File: src/rtl/tiamc1_analog_pkg.sv
// Shared constants and FSM state type for the tiamc1 analog input conditioning stage.
package tiamc1_analog_pkg;

  localparam int unsigned DEADZONE_DEFAULT = 8;
  localparam int unsigned MAX_STEP_DEFAULT = 16;
  localparam logic [7:0]  CENTRE_DEFAULT   = 8'h80;

  localparam int unsigned JOY_RIGHT = 0;
  localparam int unsigned JOY_LEFT  = 1;
  localparam int unsigned JOY_DOWN  = 2;
  localparam int unsigned JOY_UP    = 3;

  localparam int unsigned CFG_PADDLE    = 0;
  localparam int unsigned CFG_NO_INVERT = 1;

  typedef enum logic [2:0] {
    IDLE,
    CAPTURE,
    CONVERT,
    SLEW,
    PUBLISH
  } state_t;

endpackage

File: src/rtl/tiamc1_axis_slew.sv
// Per-axis target conversion, invert, optional moving average and slew limiting.
// Optional 4-deep target averaging is enabled by defining TIAMC1_ANALOG_FILTER_EN.
module tiamc1_axis_slew
  import tiamc1_analog_pkg::*;
#(
  parameter int unsigned DEADZONE = DEADZONE_DEFAULT,
  parameter int unsigned MAX_STEP = MAX_STEP_DEFAULT,
  parameter logic [7:0]  CENTRE   = CENTRE_DEFAULT
) (
  input  logic       clk_sys,
  input  logic       reset_sig,
  input  logic       conv_en,
  input  logic       slew_en,
  input  logic       pub_en,
  input  logic [7:0] analog,
  input  logic       dig_pos,
  input  logic       dig_neg,
  input  logic [7:0] paddle_val,
  input  logic       paddle_mode,
  input  logic       no_invert,
  output logic [7:0] pos
);

  localparam logic signed [8:0] STEP_HI = 9'(MAX_STEP);
  localparam logic signed [8:0] STEP_LO = -STEP_HI;

  logic [8:0]        abs_c;
  logic [7:0]        raw_c;
  logic [7:0]        tgt_c;
  logic [7:0]        src_c;
  logic [7:0]        next_c;
  logic [7:0]        next_q;
  logic signed [8:0] diff_c;
  logic signed [8:0] step_c;

  // Magnitude in 9 bits so that -128 reads as 128.
  assign abs_c = analog[7] ? 9'(9'd0 - {analog[7], analog}) : {1'b0, analog};

  always_comb begin
    raw_c = CENTRE;
    if (paddle_mode)
      raw_c = paddle_val;
    else if (abs_c >= 9'(DEADZONE))
      raw_c = analog ^ 8'h80;
    else if (dig_pos && !dig_neg)
      raw_c = 8'hFF;
    else if (dig_neg && !dig_pos)
      raw_c = 8'h00;
    tgt_c = no_invert ? raw_c : 8'hFF - raw_c;
  end

`ifdef TIAMC1_ANALOG_FILTER_EN
  logic [7:0] hist_q [4];
  logic [9:0] sum_c;

  always_ff @(posedge clk_sys) begin
    if (reset_sig) begin
      for (int i = 0; i < 4; i++) hist_q[i] <= CENTRE;
    end else if (conv_en) begin
      hist_q[0] <= tgt_c;
      for (int i = 1; i < 4; i++) hist_q[i] <= hist_q[i-1];
    end
  end

  assign sum_c = 10'(hist_q[0]) + 10'(hist_q[1]) + 10'(hist_q[2]) + 10'(hist_q[3]);
  assign src_c = sum_c[9:2];
`else
  logic [7:0] tgt_q;

  always_ff @(posedge clk_sys) begin
    if (reset_sig)
      tgt_q <= CENTRE;
    else if (conv_en)
      tgt_q <= tgt_c;
  end

  assign src_c = tgt_q;
`endif

  // Clamp the signed distance to the target so the axis never overshoots or wraps.
  always_comb begin
    diff_c = $signed({1'b0, src_c}) - $signed({1'b0, pos});
    if (diff_c > STEP_HI)
      step_c = STEP_HI;
    else if (diff_c < STEP_LO)
      step_c = STEP_LO;
    else
      step_c = diff_c;
    next_c = paddle_mode ? src_c : pos + step_c[7:0];
  end

  always_ff @(posedge clk_sys) begin
    if (reset_sig) begin
      next_q <= CENTRE;
      pos    <= CENTRE;
    end else begin
      if (slew_en) next_q <= next_c;
      if (pub_en)  pos    <= next_q;
    end
  end

endmodule

File: src/rtl/tiamc1_analog_in.sv
// Frame-rate conditioning of joystick/paddle inputs into two 8-bit axis positions.
// Build option TIAMC1_ANALOG_FILTER_EN adds per-axis target averaging (see tiamc1_axis_slew).
module tiamc1_analog_in
  import tiamc1_analog_pkg::*;
#(
  parameter int unsigned DEADZONE = DEADZONE_DEFAULT,
  parameter int unsigned MAX_STEP = MAX_STEP_DEFAULT,
  parameter logic [7:0]  CENTRE   = CENTRE_DEFAULT
) (
  input  logic        clk_sys,
  input  logic        reset_sig,
  input  logic        vblank,
  input  logic [31:0] joystick_0,
  input  logic [15:0] joystick_analog_0,
  input  logic [7:0]  paddle_0,
  input  logic [1:0]  cfg_analog,
  output logic [7:0]  pos_x,
  output logic [7:0]  pos_y,
  output logic        pos_valid
);

  state_t      state_q;
  state_t      state_d;
  logic        vblank_q;
  logic        armed_q;
  logic        rise_c;
  logic        cap_en_c;
  logic        conv_en_c;
  logic        slew_en_c;
  logic        pub_en_c;
  logic [3:0]  joy_q;
  logic [15:0] ana_q;
  logic [7:0]  paddle_q;
  logic [1:0]  cfg_q;
  logic        unused_joy;

  assign unused_joy = &{1'b0, joystick_0[31:4]};

  // A level already high when reset releases is not a rise; vblank must drop first.
  always_ff @(posedge clk_sys) begin
    if (reset_sig) begin
      vblank_q <= 1'b0;
      armed_q  <= 1'b0;
    end else begin
      vblank_q <= vblank;
      armed_q  <= armed_q | ~vblank;
    end
  end

  assign rise_c = vblank & ~vblank_q & armed_q;

  always_ff @(posedge clk_sys) begin
    if (reset_sig)
      state_q <= IDLE;
    else
      state_q <= state_d;
  end

  always_comb begin
    state_d   = state_q;
    cap_en_c  = 1'b0;
    conv_en_c = 1'b0;
    slew_en_c = 1'b0;
    pub_en_c  = 1'b0;
    case (state_q)
      IDLE:    if (rise_c) state_d = CAPTURE;
      CAPTURE: begin cap_en_c  = 1'b1; state_d = CONVERT; end
      CONVERT: begin conv_en_c = 1'b1; state_d = SLEW;    end
      SLEW:    begin slew_en_c = 1'b1; state_d = PUBLISH; end
      PUBLISH: begin pub_en_c  = 1'b1; state_d = IDLE;    end
      default: state_d = IDLE;
    endcase
  end

  always_ff @(posedge clk_sys) begin
    if (reset_sig) begin
      joy_q    <= '0;
      ana_q    <= '0;
      paddle_q <= '0;
      cfg_q    <= '0;
    end else if (cap_en_c) begin
      joy_q    <= joystick_0[3:0];
      ana_q    <= joystick_analog_0;
      paddle_q <= paddle_0;
      cfg_q    <= cfg_analog;
    end
  end

  always_ff @(posedge clk_sys) begin
    if (reset_sig)
      pos_valid <= 1'b0;
    else
      pos_valid <= pub_en_c;
  end

  tiamc1_axis_slew #(.DEADZONE(DEADZONE), .MAX_STEP(MAX_STEP), .CENTRE(CENTRE)) u_axis_x (
    .clk_sys     (clk_sys),
    .reset_sig   (reset_sig),
    .conv_en     (conv_en_c),
    .slew_en     (slew_en_c),
    .pub_en      (pub_en_c),
    .analog      (ana_q[7:0]),
    .dig_pos     (joy_q[JOY_RIGHT]),
    .dig_neg     (joy_q[JOY_LEFT]),
    .paddle_val  (paddle_q),
    .paddle_mode (cfg_q[CFG_PADDLE]),
    .no_invert   (cfg_q[CFG_NO_INVERT]),
    .pos         (pos_x)
  );

  tiamc1_axis_slew #(.DEADZONE(DEADZONE), .MAX_STEP(MAX_STEP), .CENTRE(CENTRE)) u_axis_y (
    .clk_sys     (clk_sys),
    .reset_sig   (reset_sig),
    .conv_en     (conv_en_c),
    .slew_en     (slew_en_c),
    .pub_en      (pub_en_c),
    .analog      (ana_q[15:8]),
    .dig_pos     (joy_q[JOY_DOWN]),
    .dig_neg     (joy_q[JOY_UP]),
    .paddle_val  (CENTRE),
    .paddle_mode (cfg_q[CFG_PADDLE]),
    .no_invert   (cfg_q[CFG_NO_INVERT]),
    .pos         (pos_y)
  );

endmodule

File: config.mk
export PLATFORM = sky130hd
export DESIGN_NAME = tiamc1_analog_in
export DESIGN_NICKNAME = d
export VERILOG_FILES = /design/src/rtl/tiamc1_analog_pkg.sv /design/src/rtl/tiamc1_axis_slew.sv /design/src/rtl/tiamc1_analog_in.sv
export SDC_FILE = /design/constraint.sdc
export NUM_CORES = 1
export LEC_CHECK = 0
export CORE_MARGIN = 3
export CORE_UTILIZATION = 52
export DETAILED_ROUTE_END_ITERATION = 7
export GPL_ROUTABILITY_DRIVEN = 1
export HOLD_SLACK_MARGIN = 0.08
export PLACE_DENSITY = 0.75
export SLEW_MARGIN = 10
export SYNTH_ARGS = -nofsm -noshare
export SYNTH_HDL_FRONTEND = slang
export SYNTH_SLANG_ARGS = --single-unit
File: constraint.sdc
create_clock -name clk_sys -period 4.4 [get_ports clk_sys]
set_input_delay 0.66 -clock clk_sys [delete_from_list [all_inputs] [get_ports clk_sys]]
set_output_delay 0.66 -clock clk_sys [all_outputs]
set_load 0.02 [all_outputs]
; ---- After elaboration in Yosys (flattened, before gate mapping)
; Index checks and enable logic that the tools add are counted.
[totals]
register_bits = 84
inputBits = 61
output_inout_bits = 17
elab_cells = 73
[classes]
addsub = 8
n_lt_le_gt_ge = 6
n_eq_ne = 5
n_mux = 24
n_bitwise = 7
reduce_logical = 9
[ops]
columns = cell, n
row1 = 8-bit two-way mux, 16
row2 = 9-bit by 4-bit greater-or-equal comparator with 1-bit output (second input constant), 2
row3 = 9-bit by 6-bit > comparator with 1-bit output (second input constant), 2
row4 = 9-bit by 5-bit < comparator with 1-bit output (second input constant), 2
row5 = 9-bit two-way mux, 2
row6 = 1-bit by 8-bit subtractor with 9-bit output (first input constant), 2
row7 = 8-bit by 8-bit subtractor with 9-bit output, 2
row8 = 8-bit adder, 2
row9 = 8-bit subtractor (first input constant), 2
row10 = 3-bit one-hot mux with 4 select lines, 1
row11 = 3-bit by 2-bit == test with 1-bit output (second input constant), 2
row12 = 1-bit logical AND, 4
row13 = 1-bit logical NOT, 4
row14 = 1-bit two-way mux, 4
row15 = 1-bit inverter, 4
row16 = 3-bit by 1-bit == test with 1-bit output (second input constant), 1
row17 = 3-bit == test (second input constant), 1
row18 = 3-bit logical NOT, 1
row19 = 3-bit two-way mux, 1
row20 = 1-bit AND, 2
row21 = 2-bit inequality test (second input constant), 1
row22 = 1-bit bitwise OR, 1

; ---- Logic depth before layout (Yosys ltp)
[depth]
depth_word = 8
depth_mapped = 19
ltp_nobuf = 19

; ---- By module
; A second synthesis with hierarchy kept.
[hier_totals]
cells_unflattened = 690
area_unflattened_um2 = 5806.8
[by_module_without_submodules]
columns = module, instances, cells_per_inst, area_each_um2, seq_area_each_um2
row1 = tiamc1_axis_slew at u_axis_x, 1, 263, 2138.3, 480.5
row2 = tiamc1_axis_slew at u_axis_y, 1, 274, 2094.5, 480.5
row3 = tiamc1_analog_in, 1, 153, 1574.0, 720.7

; ---- Worst setup path before layout
; OpenSTA, ideal clock, no wires.
[synth_path]
path_type = register to register
from = reg u_axis_y.pos[0]
to = reg u_axis_y.next_q[6]
setup_time_ns = 0.086
t_arrival_ns = 3.821
t_required_ns = 4.314
setup_slack_ns = 0.494
path_stages_with_launch = 18
n_path_buf = 0
synth_period_minus_slack_ns = 3.906
cell_sequence = dfxtp_1 ha_1 inv_1 fa_1 a211oi_1 o21ai_0 a221o_1 or3_1 a21oi_1 ha_1 inv_1 fa_1 nor2b_1 o21ai_0 nand2b_1 a311oi_1 xor2_1 a211oi_1
[synth_between]
elab_chain_cells = 6
word_cells_on_any_way = 7
cone_classes = 2 x add/sub / 2 x order compare / 3 x mux
[synth_rtl]
columns = element, line
row1 = "start, declared", tiamc1_axis_slew.sv:21  ; output logic [7:0] pos
row2 = "start signal, assigned", tiamc1_axis_slew.sv:98  ; if (pub_en) pos <= next_q;
row3 = 8-bit by 8-bit subtractor with 9-bit output, tiamc1_axis_slew.sv:82  ; diff_c = $signed({1'b0, src_c}) - $signed({1'b0, pos});
row4 = 9-bit by 5-bit < comparator with 1-bit output, tiamc1_axis_slew.sv:85  ; else if (diff_c < STEP_LO)
row5 = 8-bit two-way mux, tiamc1_axis_slew.sv:85
row6 = 8-bit two-way mux, tiamc1_axis_slew.sv:83  ; if (diff_c > STEP_HI)
row7 = 8-bit adder (*), tiamc1_axis_slew.sv:89  ; next_c = paddle_mode ? src_c : pos + step_c[7:0];
row8 = 8-bit two-way mux (*), tiamc1_axis_slew.sv:89
row9 = "end signal, assigned", tiamc1_axis_slew.sv:97  ; if (slew_en) next_q <= next_c;
row10 = "end, declared", tiamc1_axis_slew.sv:32  ; logic [7:0] next_q;
; Mark *: on every way between the ends. The rest lies on a longest branch, timed or not.
; A chain may end at the register's enable or synchronous reset.

; ---- Worst setup path after layout
; Same ends and word-level chain as after synthesis.

==> results by group <==
Synth
  – Asr flop ratio synth: 0%
  – Number of synthesized register bits: 84
  – Post-synth EDFFs: 0
  – Warnings from Yosys: 0
  – Synthesized area: ~0.0053 sq mm
  – Post-Syn Nets: 793
  – Cell count after synthesis: a little under 700
  – Number of distinct library cells after synthesis: 61
  – Seq/Total Area, Yosys: a little under a third
  – Synth Area per Inst: 7.61 sq um
  – Most used DFF post-synth: dfxtp_1

CTS
  – CTS sink count: 84
  – Worst-Skew Late Latency: 360 ps
  – Max Root-Sink Buffers: 2
  – Max H-tree Level: 3
  – TritonCTS Buffers: 9
  – CTS clk-pin slew, worst paths: 90 ps
  – CTS tree: yes
  – Root buffer cell: clkbuf_8
  – CTS Hold Bufs: 0

Setup path
  – Crit start category: register
  – Max incr delay on CP: 460 ps
  – Worst Path Required: 4660 ps
  – CP startpoint: u_axis_y.pos[0]
  – Crit path kind: reg -> reg
  – Crit-path cells: ha_1, inv_1, fa_2, a211oi_2, o21ai_0, a221o_1, or3_1, a21oi_1, ha_1, inv_1, fa_1, nor2b_1, o21ai_0, nand2b_1, a311oi_1, xor2_1, a211oi_1
  – Crit end category: register
  – CP top delay family: compound AO/OA/AOI/OAI gates
  – Buf/Inv on CP: 2
  – Data arrival, critical path: 4360 ps
  – Worst flop-to-flop path startpoint: u_axis_y.pos[0]
  – Worst path slowest cell: or3_1
  – CP max FO: 6

Worst hold path
  – Hold Path Class: reg -> reg
  – Hold Startpoint: armed_q

Placed design
  – Buffers on Ports: 49
  – Placed insts: 844
  – Final GP Congestion: 0.855
  – Detail Placement HPWL: roughly 9.0 mm

Cells and area
  – Layout cells sized above 1: around 6.5%
  – Layout fillers: roughly 950
  – Area Overhead vs Synth: 14.8%
  – Multi-input logic area: 0.00334 sq mm
  – Antenna diodes: 0
  – Post-Layout Cell Count: 860
  – FF+latch area: 0.00168 sq mm
  – Layout Nets: ~820
  – Fin util: between 60% and 70%

Drt
  – Routed Antenna Nets: 0
  – Via count: 4816
  – Final WL: approximately 12 mm
  – WL per Instance: 14.3 um
  – Initial drt markers: 189
  – DRC viols: 0
  – Via-per-instance ratio: about 5.6
  – Drt first pass iters: 4

Floorplanning
  – Site Rows: 36
  – Initial core utilization: about 54%
  – Total die area: 0.0114 sq mm
  – Die Y: 107 um
  – Ports: 78
  – Core Box Area: 0.00982 sq mm
  – Chip width: ~110 um

STA
  – Min cycle time layout: 4100 ps
  – Final slew viol count: 0
  – Setup violators final: 0
  – Skew final: 13.0 ps
  – Final Cycle Share: 93.1%
  – Setup_tns: 0 ps
  – Max-slew headroom: 29.6%
  – Peak Freq: 0.244 GHz
  – Fin. Hold Viols: 0
  – Worst slew pin tran: 1050 ps

Global route
  – GRT overflow: 0
  – All-layer global routing usage: 21.9%
  – Vias in the first global route: approximately 4600
  – Largest net degree at the start of global routing: 50
  – First-pass GRT wire length: 20.8 mm
  – Initial antenna violation count: 0

Power and ir drop
  – Peak supply drop: 0.171 mV
  – Cell Pwr Density: 323 mW/mm^2
  – Leakage: approximately 2.2 nW
  – Power Total: 0.00196 W

Status
  – Run status: complete, no violations

Flow run
  – Max Cap Violations: 0
==> routing by layer <==
metal  GRT usage [%]  vias up  part of all wire (%)
met5               0        -                     0
li1                -     2473                     -
met3            3.49       20                   4.4
met2            37.2      109                    47
met1            29.0     2214                    47
met4            5.84        0                   1.6
==> worst min-delay path, stage by stage, from the launching register on <==
cell	delay, ps
dfxtp_1	320
inv_1	50
a21oi_1	50
==> metrics by stage <==
stage,hold WS (ps),setup WS [ps],instance area (sq um)
4_1_cts,452,59.5,6020
3_3_place_gp,435,272,5820
3_5_place_dp,440,113,5820
5_1_grt,466,-33.0,6060
6_report,451,301,6060
2_1_floorplan,426,494,5280
==> cells in the mapped netlist (7+ instances only) <==
master,count,share of area (%)
or2_2,7,0.83
o21ai_0,22,2.1
nor2b_1,10,1.2
nand2b_1,12,1.4
nor2_1,48,3.4
inv_1,38,2.7
nor3_1,22,2.1
a21oi_1,103,9.8
clkbuf_1,27,1.9
a211oi_1,7,1.0
dfxtp_1,84,32
mux2i_1,19,3.6
nand2_1,118,8.4
ha_1,34,8.1
xnor2_1,16,2.7
a21o_1,8,1.1
nand3_1,13,1.2
==> placed cells by master (no fill, tap or decap), drive strengths merged, types with 4 or more instances in the layout <==
cell type | netlist | layout
nand2 | 118 | 118
a21oi | 104 | 104
dfxtp | 84 | 84
nor2 | 48 | 48
clkdlybuf4s50 | 0 | 48
inv | 38 | 40
ha | 34 | 34
o21ai | 22 | 22
nor3 | 22 | 22
mux2i | 19 | 19
xnor2 | 16 | 16
nand3 | 13 | 13
nand2b | 12 | 12
nor2b | 11 | 11
clkbuf | 28 | 9
a21o | 8 | 8
buf | 10 | 8
or2 | 7 | 7
a211oi | 7 | 7
xor2 | 6 | 6
nor4 | 6 | 6
o2111ai | 5 | 5
o21bai | 5 | 5
nand3b | 5 | 5
o31ai | 5 | 5
o21a | 4 | 4
a31oi | 4 | 4
o311ai | 4 | 4
fa | 4 | 4
==> cells by family (layout without fill, tap and decap cells) <==
| family | after synthesis | in the layout | synth area share, % |
|---|---|---|---|
| XOR/XNOR | 22 | 22 | 3.65 |
| adder cells (fa/ha/maj) | 38 | 38 | 9.58 |
| flip-flops | 84 | 84 | 31.9 |
| multiplexers | 20 | 20 | 3.82 |
| AO/OA/AOI/OAI | 191 | 191 | 22.2 |
| buffers and inverters | 76 | 109 | 5.66 |
| AND/OR/NAND/NOR | 263 | 263 | 23.2 |
==> registers in the layout (all words and copies together), names as in the netlist, 2 cells and up <==
name,count
u_axis_y.next_q,8
u_axis_y.pos,8
ana_q,16
cfg_q,2
state_q,3
u_axis_x.pos,8
u_axis_y.src_c,8
paddle_q,8
u_axis_x.src_c,8
u_axis_x.next_q,8
joy_q,4
==> power by group <==
group	leakage (nW)	switching (W)	internal (W)
clock	0.0963	0.000300	0.000266
sequential	0.681	0.0000368	0.000791
combinational	1.41	0.000317	0.000246
==> area by class of cell <==
type	instances	share of cell area, %
multi-input combinational	534	55.0
sequential	84	27.7
timing repair buffer	56	8.88
tap	133	2.75
inverter	38	2.35
clock buffer	9	2.04
clock inverter	6	1.20
==> what timing repair did <==
item,in CTS,in global routing
setup endpoints to repair,0,6
buffers inserted,0,1
gates resized for setup,0,6
==> worst paths after layout <==
kind | end | slack (ps) | depth (start not counted)
worst max register to register | u_axis_y.next_q[6] | 300 | 17
worst min-delay path | armed_q | 450 | 2
worst max-delay path | u_axis_y.next_q[6] | 300 | 17
worst min register to register | armed_q | 450 | 2
Note: power is estimated with default switching activity, not from simulation.
